[src/rtl/sr_flop_bank_pkg.sv]
// Shared definitions for the SR flop bank: conflict-resolution mode codes
// and the per-channel next-state function.
package sr_flop_bank_pkg;

  localparam int SR_SET_PRI = 0;
  localparam int SR_RST_PRI = 1;
  localparam int SR_HOLD    = 2;
  localparam int SR_TOGGLE  = 3;

  // Next Q for one channel. s and r are decoded active-high requests.
  function automatic logic sr_next(input int mode, input logic q,
                                   input logic s, input logic r);
    logic nq;
    nq = q;
    case ({s, r})
      2'b10: nq = 1'b1;
      2'b01: nq = 1'b0;
      2'b11: begin
        case (mode)
          SR_SET_PRI: nq = 1'b1;
          SR_RST_PRI: nq = 1'b0;
          SR_TOGGLE:  nq = ~q;
          default:    nq = q;
        endcase
      end
      default: nq = q;
    endcase
    return nq;
  endfunction

endpackage

[src/rtl/sr_flop_bank_if.sv]
// Signal bundle between the SR flop bank and its user.
// No valid/ready handshake: every input is sampled on each rising clock edge
// and every output is a register output, valid in every cycle.
interface sr_flop_bank_if #(
  parameter int WIDTH = 8,
  parameter int CNT_W = 8
);
  logic             en;
  logic [WIDTH-1:0] sbar;
  logic [WIDTH-1:0] rbar;
  logic             clr_cnt;
  logic [WIDTH-1:0] q;
  logic [WIDTH-1:0] qbar;
  logic [WIDTH-1:0] conflict;
  logic [CNT_W-1:0] conflict_cnt;

  modport master (
    output en, sbar, rbar, clr_cnt,
    input  q, qbar, conflict, conflict_cnt
  );

  modport slave (
    input  en, sbar, rbar, clr_cnt,
    output q, qbar, conflict, conflict_cnt
  );
endinterface

[src/rtl/sr_flop_bank_cell.sv]
// One SR storage channel: request decode (level or edge), Q register and
// registered conflict flag.
module sr_cell
  import sr_flop_bank_pkg::*;
#(
  parameter int MODE = SR_SET_PRI,
  parameter int EDGE = 0
) (
  input  logic i_clk,
  input  logic i_rst,
  input  logic i_en,
  input  logic i_sbar,
  input  logic i_rbar,
  output logic o_q,
  output logic o_conflict,
  output logic o_conflict_req
);

  logic r_q;
  logic r_conflict;
  logic w_s;
  logic w_r;
  logic w_conflict_req;

  if (EDGE != 0) begin : g_edge
    logic r_prev_s;
    logic r_prev_r;
    logic r_armed;

    // r_armed blocks the first post-reset cycle so a line held low through
    // reset release is not mistaken for a falling edge.
    always_ff @(posedge i_clk) begin
      if (i_rst) begin
        r_prev_s <= 1'b1;
        r_prev_r <= 1'b1;
        r_armed  <= 1'b0;
      end else begin
        r_prev_s <= i_sbar;
        r_prev_r <= i_rbar;
        r_armed  <= 1'b1;
      end
    end

    assign w_s = r_armed & r_prev_s & ~i_sbar;
    assign w_r = r_armed & r_prev_r & ~i_rbar;
  end else begin : g_level
    assign w_s = ~i_sbar;
    assign w_r = ~i_rbar;
  end

  assign w_conflict_req = i_en & w_s & w_r;

  always_ff @(posedge i_clk) begin
    if (i_rst) begin
      r_q        <= 1'b0;
      r_conflict <= 1'b0;
    end else begin
      r_conflict <= w_conflict_req;
      if (i_en) r_q <= sr_next(MODE, r_q, w_s, w_r);
    end
  end

  assign o_q            = r_q;
  assign o_conflict     = r_conflict;
  assign o_conflict_req = w_conflict_req;

endmodule

[src/rtl/sr_flop_bank.sv]
// WIDTH clocked SR channels with selectable conflict resolution, optional
// edge triggering, global enable and a saturating conflict counter.
module sr_flop_bank
  import sr_flop_bank_pkg::*;
#(
  parameter int WIDTH = 8,
  parameter int MODE  = SR_SET_PRI,
  parameter int EDGE  = 0,
  parameter int CNT_W = 8
) (
  input logic            i_clk,
  input logic            i_rst,
  sr_flop_bank_if.slave  bus
);

  if (MODE < SR_SET_PRI || MODE > SR_TOGGLE) begin : g_bad_mode
    $error("sr_flop_bank: MODE must be 0..3, got %0d", MODE);
  end

  logic [WIDTH-1:0] w_q;
  logic [WIDTH-1:0] w_conflict;
  logic [WIDTH-1:0] w_conflict_req;
  logic             w_any_conflict;
  logic [CNT_W-1:0] r_cnt;

  for (genvar i = 0; i < WIDTH; i++) begin : g_cell
    sr_cell #(
      .MODE (MODE),
      .EDGE (EDGE)
    ) u_cell (
      .i_clk          (i_clk),
      .i_rst          (i_rst),
      .i_en           (bus.en),
      .i_sbar         (bus.sbar[i]),
      .i_rbar         (bus.rbar[i]),
      .o_q            (w_q[i]),
      .o_conflict     (w_conflict[i]),
      .o_conflict_req (w_conflict_req[i])
    );
  end

  // Several channels conflicting in the same cycle count as one event.
  assign w_any_conflict = |w_conflict_req;

  always_ff @(posedge i_clk) begin
    if (i_rst || bus.clr_cnt) begin
      r_cnt <= '0;
    end else if (w_any_conflict && (r_cnt != {CNT_W{1'b1}})) begin
      r_cnt <= r_cnt + CNT_W'(1);
    end
  end

  assign bus.q            = w_q;
  assign bus.qbar         = ~w_q;
  assign bus.conflict     = w_conflict;
  assign bus.conflict_cnt = r_cnt;

endmodule

[src/flat_wrapper.sv]
// flat-port wrapper written by rule: the top's interface ports become plain ports
module sr_flop_bank_flat import sr_flop_bank_pkg::*;
#(
  parameter int WIDTH = 8,
  parameter int MODE  = SR_SET_PRI,
  parameter int EDGE  = 0,
  parameter int CNT_W = 8
)
  (i_clk, i_rst, bus_en, bus_sbar, bus_rbar, bus_clr_cnt, bus_q, bus_qbar, bus_conflict, bus_conflict_cnt);
  sr_flop_bank_if #(.WIDTH(WIDTH), .CNT_W(CNT_W)) bus_i ();
  input logic i_clk;
  input logic i_rst;
  input wire logic [$bits(bus_i.en)-1:0] bus_en;
  input wire logic [$bits(bus_i.sbar)-1:0] bus_sbar;
  input wire logic [$bits(bus_i.rbar)-1:0] bus_rbar;
  input wire logic [$bits(bus_i.clr_cnt)-1:0] bus_clr_cnt;
  output wire logic [$bits(bus_i.q)-1:0] bus_q;
  output wire logic [$bits(bus_i.qbar)-1:0] bus_qbar;
  output wire logic [$bits(bus_i.conflict)-1:0] bus_conflict;
  output wire logic [$bits(bus_i.conflict_cnt)-1:0] bus_conflict_cnt;
  assign bus_i.en = bus_en;
  assign bus_i.sbar = bus_sbar;
  assign bus_i.rbar = bus_rbar;
  assign bus_i.clr_cnt = bus_clr_cnt;
  assign bus_q = bus_i.q;
  assign bus_qbar = bus_i.qbar;
  assign bus_conflict = bus_i.conflict;
  assign bus_conflict_cnt = bus_i.conflict_cnt;
  sr_flop_bank #(.WIDTH(WIDTH), .MODE(MODE), .EDGE(EDGE), .CNT_W(CNT_W)) u_core (.i_clk(i_clk), .i_rst(i_rst), .bus(bus_i));
endmodule
[config.mk]
export PLATFORM = sky130hd
export DESIGN_NAME = sr_flop_bank_flat
export DESIGN_NICKNAME = d
export VERILOG_FILES = /design/src/rtl/sr_flop_bank_pkg.sv /design/src/rtl/sr_flop_bank_if.sv /design/src/rtl/sr_flop_bank_cell.sv /design/src/rtl/sr_flop_bank.sv /design/src/flat_wrapper.sv
export SDC_FILE = /design/constraint.sdc
export NUM_CORES = 1
export LEC_CHECK = 0
export ABC_CLOCK_PERIOD_IN_PS = 3440
export CORE_UTILIZATION = 44
export DETAILED_ROUTE_END_ITERATION = 10
export PLACE_DENSITY = 0.84
export SYNTH_ARGS = -nofsm -noshare
export SYNTH_HDL_FRONTEND = slang
export SYNTH_SLANG_ARGS = --single-unit
[constraint.sdc]
create_clock -name i_clk -period 3.44 [get_ports i_clk]
set_input_delay 0.86 -clock i_clk [delete_from_list [all_inputs] [get_ports i_clk]]
set_output_delay 0.86 -clock i_clk [all_outputs]
set_load 0.01 [all_outputs]
==> flow_summary_export.csv, run 1 <==
group,metric,value,unit
placement,placed_area,0.00154,mm2
final_layout,fin_area,0.00158,mm2
final_layout,regArea,480,um2
clock_tree,clkLatencyLatePin,0.30,ns
final_layout,drive_above_1_share,0.0606,
route,firstDrtPassIters,4,
sta,finalCritPeriodShare,0.658,
worst_setup_path,r2r_cells,6,
placement,port_buffers,51,
yosys,synth_seq_cells,24,
global_routing,grt_use_total,0.190,
global_routing,grt_overflow,0,
clock_tree,root_buffer,"clkbuf_4",
global_routing,antenna_found_initial,0,
run,max-cap-violations,0,
worst_hold_path,hp-class,"flip-flop to flip-flop",
yosys,synth_warnings,0,
clock_tree,tritoncts,"yes",
worst_setup_path,crit_family,"simple AND/OR/NAND/NOR gates",
yosys,syn_inst,131,
floorplan,dieArea,0.00278,mm2
worst_setup_path,path_cells,"clkdlybuf4s50_1 > or2_0 > or4_1 > nand2_1",
sta,slew_headroom,0.635,
clock_tree,path_clk_slew,0.13,ns
yosys,ys_types,28,
worst_setup_path,worst-path-buf-inv,1,
final_layout,final_common_cell,"clkdlybuf4s50_1",
floorplan,std_cell_rows,18,
final_layout,area_growth,39.0,%
route,ant_nets,0,
placement,routabilityCongestion,0.764,
global_routing,grt_pass1_wl,3970,um
floorplan,initial_core_util,0.462,
route,drt_wl_total,2510,um
route,viasPerCell,5.28,
worst_setup_path,worst_setup_path_start_kind,"input pin",
clock_tree,h-tree-depth,1,
route,vias,1030,
global_routing,grt_max_degree,17,
sta,tightestPinTransition,0.546,ns
placement,hpwl,1940,um
sta,finalSetupViolCount,0,
clock_tree,ctsLongestPathBuffers,2,
worst_setup_path,regToRegEndpoint,"u_core.bus.conflict_cnt[7]$_SDFFE_PP0P_",
route,post_drt_wl_per_cell,12.9,um
final_layout,stdcell_count,195,
power_and_ir_drop,power_frac_clock,0.268,
power_and_ir_drop,p_leak,0.562,nW
clock_tree,ctsResizeCount,0,
final_layout,diodes,0,
worst_hold_path,hold_depth,1,
floorplan,coreArea,0.00245,mm2
worst_setup_path,critPathMaxFanout,11,
worst_setup_path,timing.rr.start,"u_core.bus.conflict_cnt[0]$_SDFFE_PP0P_",
placement,placedCellCount,191,
clock_tree,post_cts_buffers,0,
run_status,status,"completed",
clock_tree,cts_sinks,24,
worst_hold_path,hp-start,"u_core.bus.conflict_cnt[6]$_SDFFE_PP0P_",
worst_hold_path,min_to,"u_core.bus.conflict_cnt[6]$_SDFFE_PP0P_",
sta,fin_skew,0.00548,ns
power_and_ir_drop,seq_power_share,0.548,
sta,fmax,0.442,GHz
clock_tree,ctsHoldBuffers,0,
floorplan,die_h,52.8,um
global_routing,first_global_vias,928,
final_layout,multiInputGateArea,477,um2
sta,slew_viol_final,0,
power_and_ir_drop,power.net_switching,0.127,mW
yosys,avgSynthCellArea,8.65,um2
yosys,synth_area,0.00113,mm2
power_and_ir_drop,p_per_area,339,mW/mm2
route,route.detailed.drc,0,
worst_setup_path,r2r_slack,1.73,ns
power_and_ir_drop,irDropWorstVdd,0.244,mV
worst_setup_path,cp.arrival,2.52,ns
sta,setup_tns,0,ns
sta,fin_crit,2.26,ns
route,first_iter_violations,5,
worst_setup_path,cpPeakStageDelay,0.60,ns
yosys,syn-num-nets,152,
power_and_ir_drop,netSwitchingFraction,0.238,
worst_setup_path,slowest_stage,"clkdlybuf4s50_1",
clock_tree,cts_buffers,3,
floorplan,dieWidth,52.8,um
sta,final-hold-violation-count,0,
power_and_ir_drop,power_frac_comb,0.184,
final_layout,layout_common_cells,"clkdlybuf4s50_1, dfxtp_1, a21oi_1",
worst_setup_path,required,3.69,ns
final_layout,fillerInstances,221,
final_layout,nets,187,
worst_setup_path,worstSetupPathType,"input pin to flip-flop",
yosys,ys_seq_area_frac,0.424,
sta,rsz0062_at_grt,"false",
power_and_ir_drop,p_int,0.407,mW
floorplan,num_io_pins,52,
worst_setup_path,cp-end-kind,"flip-flop",
[worst register-to-register path, cell delays in order, from the launching register on]
cell	delay [ns]
dfxtp_1	0.36
ha_1	0.22
and3_1	0.22
nand3_2	0.13
nand3_1	0.13
or4_1	0.44
a21oi_1	0.15
[cell usage after synthesis (all sizes together)]
master	instances	area (um2)
o22a	1	8.76
or2	1	6.26
nor2	1	3.75
o22ai	2	18.8
a21oi	13	65.1
nand4	1	6.26
o21ba	1	10.0
or4	2	15.0
buf	17	128
o31ai	2	15.0
o211ai	2	15.0
o221ai	1	15.0
nand2	4	15.0
dfxtp	24	480
nand3	5	30.0
and3	4	25.0
clkbuf	4	15.0
inv	9	33.8
a211oi	1	12.5
ha	1	12.5
or3	4	25.0
nand2b	9	56.3
nor3	10	61.3
o21ai	12	60.1
[state kept, by name, summed over array words and instances (netlist names)]
register / flops
u_core.bus.conflict_cnt: 8
u_core.g_cell.u_cell.o_conflict: 8
u_core.g_cell.u_cell.o_q: 8
[cell families after synthesis]
kind of cell,after synthesis,synth area share
buffers and inverters,30,0.156
adders and majority gates,1,0.0110
and+or+nand+nor,41,0.215
AOI/OAI and AO/OA,35,0.194
DFF,24,0.424
[how the worst max path moves through the flow]
| stage | from | to | slack (ns) | cells after the start |
|---|---|---|---|---|
| 3_5_place_dp | bus_en | u_core.bus.conflict_cnt[7]$_SDFFE_PP0P_ | 0.87 | 4 |
| 4_1_cts | bus_rbar[1] | u_core.bus.conflict_cnt[6]$_SDFFE_PP0P_ | 1.19 | 6 |
| 3_3_place_gp | bus_sbar[1] | u_core.bus.conflict_cnt[6]$_SDFFE_PP0P_ | 0.91 | 6 |
| 2_1_floorplan | bus_sbar[1] | u_core.bus.conflict_cnt[7]$_SDFFE_PP0P_ | 1.54 | 5 |
| 6_report | i_rst | u_core.bus.conflict_cnt[3]$_SDFFE_PP0P_ | 1.18 | 4 |
| 5_1_grt | bus_rbar[6] | u_core.bus.conflict_cnt[6]$_SDFFE_PP0P_ | 1.06 | 6 |
[through the flow]
stage | power (mW) | hold slack [ns] | util | setup WS [ns]
after CTS | 0.541 | 0.515 | 0.642 | 1.19
after detailed placement | 0.397 | 0.497 | 0.627 | 0.868
after floorplan | 0.346 | 0.463 | - | 1.54
final | 0.534 | 0.516 | 0.642 | 1.18
after global routing | 0.561 | 0.536 | 0.642 | 1.06
after global placement | 0.395 | 0.481 | 0.627 | 0.911
[layout make-up]
type | count | share of cell area
well taps | 30 | 0.0238
flip-flops and latches | 24 | 0.305
multi-input cells | 77 | 0.303
repair buffers | 51 | 0.324
inverters | 9 | 0.0214
clock buffers | 4 | 0.0230
[routing by layer]
layer,vias up,routed length (um),GRT usage,share of wire
li1,515,-,-,-
met3,2,158,0.0261,0.063
met2,46,1210,0.338,0.48
met4,0,14,0.0526,0.0056
met1,467,1130,0.235,0.45
met5,-,0,0,0
[power groups by stage]
stage / registers, mW / logic (mW) / clock network, mW
finish: 0.293 / 0.0980 / 0.143
global route: 0.294 / 0.105 / 0.162
CTS: 0.293 / 0.0985 / 0.150
detailed placement: 0.299 / 0.0981 / 0
global placement: 0.298 / 0.0963 / 0
floorplan: 0.298 / 0.0483 / 0
Note: power is estimated with default switching activity, not from simulation.
==> run 2: changes to the inputs <==
- ABC_CLOCK_PERIOD_IN_PS: 3440 -> 2300
- CORE_ASPECT_RATIO: default -> 2
- CORE_UTILIZATION: 44 -> 40
- PLACE_DENSITY: 0.84 -> 0.78
- clock period: 3.44 -> 2.3 ns (I/O delays scaled with it)
==> run 2 against run 1 <==
  * Sequential cell count unchanged
  * Total power up 78%
  * Sequential share of layout area is 1.2 points lower
  * Utilization shrank 4.3 points
  * Via count rose by 5.5%
  * Global-route usage grew 0.98 points
  * Critical endpoint is now u_core.bus.conflict_cnt[6]$_SDFFE_PP0P_
==> flow_summary_export.csv, run 2 (same netlist as run 1, synthesis figures left out) <==
group,metric,value,unit
worst_setup_path,worst_setup_path_start_kind,"input pin",
route,firstDrtPassIters,4,
worst_setup_path,setup.worst_path.start,"bus_rbar[1]",
sta,fin_skew,0.00529,ns
route,first_iter_violations,13,
sta,setup_tns,0,ns
global_routing,grt_max_degree,17,
worst_setup_path,slowest_stage,"clkdlybuf4s50_1",
clock_tree,ctsHoldBuffers,0,
sta,slew_viol_final,0,
floorplan,die_h,77.3,um
worst_setup_path,worst-path-buf-inv,1,
worst_setup_path,cpPeakStageDelay,0.51,ns
power_and_ir_drop,power_frac_comb,0.161,
clock_tree,post_cts_buffers,0,
clock_tree,root_buffer,"clkbuf_8",
sta,slew_headroom,0.640,
route,post_drt_wl_per_cell,14.1,um
global_routing,grt_pass1_wl,4490,um
route,drt_wl_total,2800,um
run,max-cap-violations,0,
worst_hold_path,hp-start,"u_core.bus.conflict_cnt[6]$_SDFFE_PP0P_",
floorplan,dieWidth,39.6,um
placement,port_buffers,51,
power_and_ir_drop,p_per_area,581,mW/mm2
route,route.detailed.drc,0,
power_and_ir_drop,netSwitchingFraction,0.214,
clock_tree,clkLatencyLatePin,0.26,ns
final_layout,fin_area,0.00164,mm2
global_routing,first_global_vias,1065,
power_and_ir_drop,power.net_switching,0.204,mW
final_layout,area_growth,44.6,%
sta,tightestPinTransition,0.539,ns
sta,fmax,0.496,GHz
power_and_ir_drop,seq_power_share,0.459,
route,viasPerCell,5.49,
floorplan,num_io_pins,52,
floorplan,coreArea,0.00274,mm2
sta,rsz0062_at_grt,"false",
placement,routabilityCongestion,0.809,
power_and_ir_drop,power,0.953,mW
final_layout,nets,191,
sta,fin_crit,2.02,ns
clock_tree,tritoncts,"yes",
final_layout,final_core_util,0.599,
global_routing,antenna_found_initial,0,
floorplan,dieArea,0.00306,mm2
worst_setup_path,cp-end-kind,"flip-flop",
global_routing,grt_use_total,0.200,
final_layout,layout_common_cells,"clkdlybuf4s50_1, dfxtp_1, a21oi_1",
power_and_ir_drop,power_frac_clock,0.380,
clock_tree,ctsLongestPathBuffers,2,
clock_tree,cts_sinks,24,
placement,hpwl,2190,um
sta,finalCritPeriodShare,0.876,
power_and_ir_drop,p_int,0.748,mW
worst_setup_path,cp.arrival,2.20,ns
final_layout,final_common_cell,"clkdlybuf4s50_1",
power_and_ir_drop,irDropWorstVdd,0.438,mV
sta,finalSetupViolCount,0,
floorplan,std_cell_rows,27,
global_routing,grt_overflow,0,
route,vias,1087,
worst_setup_path,critPathMaxFanout,16,
sta,hold_slack,0.500,ns
run_status,status,"completed",
clock_tree,h-tree-depth,1,
power_and_ir_drop,p_leak,0.595,nW
clock_tree,cts_buffers,3,
worst_setup_path,timing.rr.start,"u_core.bus.conflict_cnt[0]$_SDFFE_PP0P_",
final_layout,drive_above_1_share,0.0828,
placement,placed_area,0.00157,mm2
worst_hold_path,hp-class,"flip-flop to flip-flop",
sta,final-hold-violation-count,0,
worst_setup_path,path_cells,"clkdlybuf4s50_1 > o22a_1 > o221ai_2 > nor3_4 > nor3_1 > a211oi_2",
worst_setup_path,required,2.49,ns
clock_tree,path_clk_slew,0.08,ns
route,ant_nets,0,
floorplan,initial_core_util,0.414,
worst_setup_path,worstSetupPathType,"input pin to flip-flop",
worst_setup_path,crit_family,"simple AND/OR/NAND/NOR gates",
final_layout,diodes,0,
clock_tree,ctsResizeCount,0,
==> run 2: cell types whose count changed in the layout (fill, tap and decap cells not counted) <==
cell / previous run / this run
bufinv_16: 0 / 1
clkbuf_8: 1 / 3
clkbuf_4: 3 / 0
buf_4: 0 / 4
==> run 2: per-layer routing <==
layer / vias to the layer above / part of all wire / GRT usage
li1: 519 / - / -
met1: 522 / 0.36 / 0.202
met2: 38 / 0.57 / 0.359
met3: 8 / 0.043 / 0.0173
met4: 0 / 0.033 / 0.107
met5: - / 0 / 0
==> run 2: final cells by class <==
class / count / area (um2)
Timing Repair Buffer: 55 / 541
Tap cell: 29 / 36.3
Sequential cell: 24 / 480
Fill cell: 228 / 1100
Inverter: 9 / 33.8
Clock inverter: 1 / 30.0
Multi-Input combinational cell: 77 / 477
Clock buffer: 3 / 41.3
==> run 2: final timing paths <==
| kind | end | slack [ns] | cells past startpoint |
|---|---|---|---|
| max reg2reg | u_core.bus.conflict_cnt[7]$_SDFFE_PP0P_ | 0.61 | 6 |
| min reg2reg | u_core.bus.conflict_cnt[6]$_SDFFE_PP0P_ | 0.50 | 1 |
| max | u_core.bus.conflict_cnt[6]$_SDFFE_PP0P_ | 0.28 | 6 |
| min | u_core.bus.conflict_cnt[6]$_SDFFE_PP0P_ | 0.50 | 1 |
==> run 2: through the flow <==
stage	std cells	setup WS, ns
2_1_floorplan	131	0.680
3_3_place_gp	194	0.0895
3_5_place_dp	194	0.0189
4_1_cts	198	0.288
5_1_grt	198	0.140
6_report	198	0.285
==> run 2: power by group through the flow <==
stage          combinational, mW  sequential, mW  clock (mW)
5_1_grt                    0.165           0.440       0.389
2_1_floorplan             0.0723           0.445           0
6_report                   0.153           0.437       0.362
3_5_place_dp               0.153           0.448           0
3_3_place_gp               0.149           0.447           0
4_1_cts                    0.154           0.438       0.371
==> run 3: changes to the inputs <==
- PLACE_DENSITY: 0.78 -> 0.8
==> run 3 against run 2 <==
  * Cell area decreased by 0.61%
  * Largest power group unchanged
  * Clock skew decreased by 0.0041 ns
  * Cell count unchanged
  * Combinational power increased by 3%
  * Register-to-register slack got worse by 0.02 ns
  * Largest cell class unchanged
  * Utilization decreased by 0.37 points
  * Critical path type unchanged
  * Via count increased by 0.28%
  * Maximum frequency decreased by 0.96%
  * Critical endpoint is now u_core.bus.conflict_cnt[7]$_SDFFE_PP0P_
  * Worst setup slack got worse by 0.019 ns
  * Routed wire length increased by 0.89%
  * Non-clock buffer count increased by 1
  * Die area unchanged
==> flow_summary_export.csv, run 3 (same netlist as run 1, synthesis figures left out) <==
group,metric,value,unit
run_status,status,"completed",
placement,routabilityCongestion,0.808,
sta,fin_skew,0.00120,ns
floorplan,dieWidth,39.6,um
route,viasPerCell,5.51,
sta,tightestPinTransition,0.313,ns
worst_setup_path,cp.arrival,2.23,ns
final_layout,area_growth,43.7,%
global_routing,grt_overflow,0,
worst_setup_path,worstSetupPathType,"input pin to flip-flop",
worst_setup_path,required,2.50,ns
worst_setup_path,r2r_slack,0.59,ns
route,wl_met3,141,um
sta,slew_headroom,0.791,
final_layout,fillerInstances,240,
worst_setup_path,cp-end-kind,"flip-flop",
clock_tree,tritoncts,"yes",
clock_tree,ctsHoldBuffers,0,
placement,placed_area,0.00159,mm2
route,top_layer,"met4",
placement,hpwl,2230,um
route,vias,1090,
worst_setup_path,path_cells,"clkdlybuf4s50_1 > o22a_1 > o221ai_2 > nor3_4 > buf_12 > or4_1 > a21oi_1",
floorplan,initial_core_util,0.414,
route,met1_length,967,um
worst_hold_path,hold_depth,2,
floorplan,dieArea,0.00306,mm2
floorplan,coreArea,0.00274,mm2
clock_tree,ctsLongestPathBuffers,2,
sta,fin_crit,2.03,ns
power_and_ir_drop,seq_power_share,0.524,
clock_tree,h-tree-depth,1,
clock_tree,clkLatencyLatePin,0.26,ns
sta,finalCritPeriodShare,0.885,
power_and_ir_drop,power_frac_clock,0.288,
route,drt_wl_total,2820,um
final_layout,diodes,0,
worst_hold_path,hp-class,"flip-flop to flip-flop",
sta,fmax,0.491,GHz
worst_setup_path,r2r_cells,6,
sta,final-hold-violation-count,0,
final_layout,fin_area,0.00163,mm2
route,route.detailed.drc,0,
sta,slew_viol_final,0,
route,ant_nets,0,
placement,port_buffers,51,
power_and_ir_drop,p_per_area,512,mW/mm2
power_and_ir_drop,netSwitchingFraction,0.238,
floorplan,die_h,77.3,um
sta,hold_slack,0.496,ns
clock_tree,path_clk_slew,0.08,ns
clock_tree,ctsResizeCount,0,
final_layout,final_common_cell,"clkdlybuf4s50_1",
worst_setup_path,critPathMaxFanout,16,
clock_tree,cts_sinks,24,
route,first_iter_violations,27,
global_routing,grt_pass1_wl,4470,um
power_and_ir_drop,p_leak,0.589,nW
worst_setup_path,cpPeakStageDelay,0.51,ns
power_and_ir_drop,irDropWorstVdd,0.426,mV
route,route.met2.wl,1630,um
route,post_drt_wl_per_cell,14.2,um
route,firstDrtPassIters,4,
power_and_ir_drop,p_int,0.636,mW
final_layout,layout_common_cells,"clkdlybuf4s50_1, dfxtp_1, a21oi_1",
final_layout,nets,192,
clock_tree,post_cts_buffers,0,
worst_hold_path,min_to,"u_core.g_cell[5].u_cell.o_q$_SDFFE_PP0P_",
run,max-cap-violations,0,
worst_hold_path,hp-start,"u_core.g_cell[5].u_cell.o_q$_SDFFE_PP0P_",
power_and_ir_drop,power.net_switching,0.198,mW
worst_setup_path,timing.rr.start,"u_core.bus.conflict_cnt[0]$_SDFFE_PP0P_",
global_routing,grt_use_total,0.198,
global_routing,grt_max_degree,17,
floorplan,std_cell_rows,27,
global_routing,antenna_found_initial,0,
floorplan,num_io_pins,52,
sta,rsz0062_at_grt,"false",
clock_tree,root_buffer,"clkbuf_8",
final_layout,drive_above_1_share,0.0828,
clock_tree,cts_buffers,3,
worst_setup_path,worst_setup_path_start_kind,"input pin",
worst_setup_path,slowest_stage,"or4_1",
worst_setup_path,regToRegEndpoint,"u_core.bus.conflict_cnt[7]$_SDFFE_PP0P_",
power_and_ir_drop,power_frac_comb,0.188,
sta,finalSetupViolCount,0,
global_routing,first_global_vias,1051,
-- run 3: cell types whose count changed in the layout (fill, tap and decap cells not counted), sizes merged --
| cell | delta |
|---|---|
| bufinv | -1 |
| buf | +1 |
-- run 3: critical path: cells and delay by family --
| family | cells | cell delay [ns] |
|---|---|---|
| buffers and inverters | 2 | 0.60 |
| and+or+nand+nor | 2 | 0.59 |
| AOI/OAI and AO/OA | 3 | 0.47 |
-- run 3: cell type report --
cell class	instances	area, um2	share of cell area
timing repair buffer	56	561	0.344
sequential	24	480	0.295
multi-input combinational	77	477	0.293
clock buffer	3	41.3	0.0253
tap	29	36.3	0.0223
inverter	9	33.8	0.0207
-- run 3: worst max-delay path by stage --
stage	start	to	slack [ns]
floorplan	bus_sbar[1]	u_core.bus.conflict_cnt[7]$_SDFFE_PP0P_	0.68
global placement	bus_sbar[1]	u_core.bus.conflict_cnt[7]$_SDFFE_PP0P_	0.05
detailed placement	bus_sbar[1]	u_core.bus.conflict_cnt[7]$_SDFFE_PP0P_	-0.02
CTS	bus_sbar[1]	u_core.bus.conflict_cnt[7]$_SDFFE_PP0P_	0.26
finish	bus_sbar[1]	u_core.bus.conflict_cnt[7]$_SDFFE_PP0P_	0.27
global route	bus_sbar[1]	u_core.bus.conflict_cnt[7]$_SDFFE_PP0P_	0.21
-- run 3: power groups by stage --
stage               sequential (mW)  clock [mW]  combinational, mW
finish                        0.437       0.240              0.157
global route                  0.439       0.257              0.169
CTS                           0.438       0.242              0.158
detailed placement            0.448           0              0.157
global placement              0.446           0              0.153
floorplan                     0.445           0             0.0723
-- run 3: layer usage --
layer	GRT usage	vias to the layer above
met1	0.203	509
met3	0.0289	12
met5	0	-
met4	0.0690	0
li1	-	520
met2	0.366	49
-- run 3: per-stage QoR --
stage,TNS [ns],total power [mW],instances,utilization,setup slack [ns]
after floorplan,0,0.518,131,-,0.680
after global routing,0,0.865,198,0.595,0.206
final,0,0.835,198,0.595,0.265
after detailed placement,-0.0220,0.605,195,0.580,-0.0220
after CTS,0,0.838,198,0.595,0.263
after global placement,0,0.600,195,0.580,0.0505
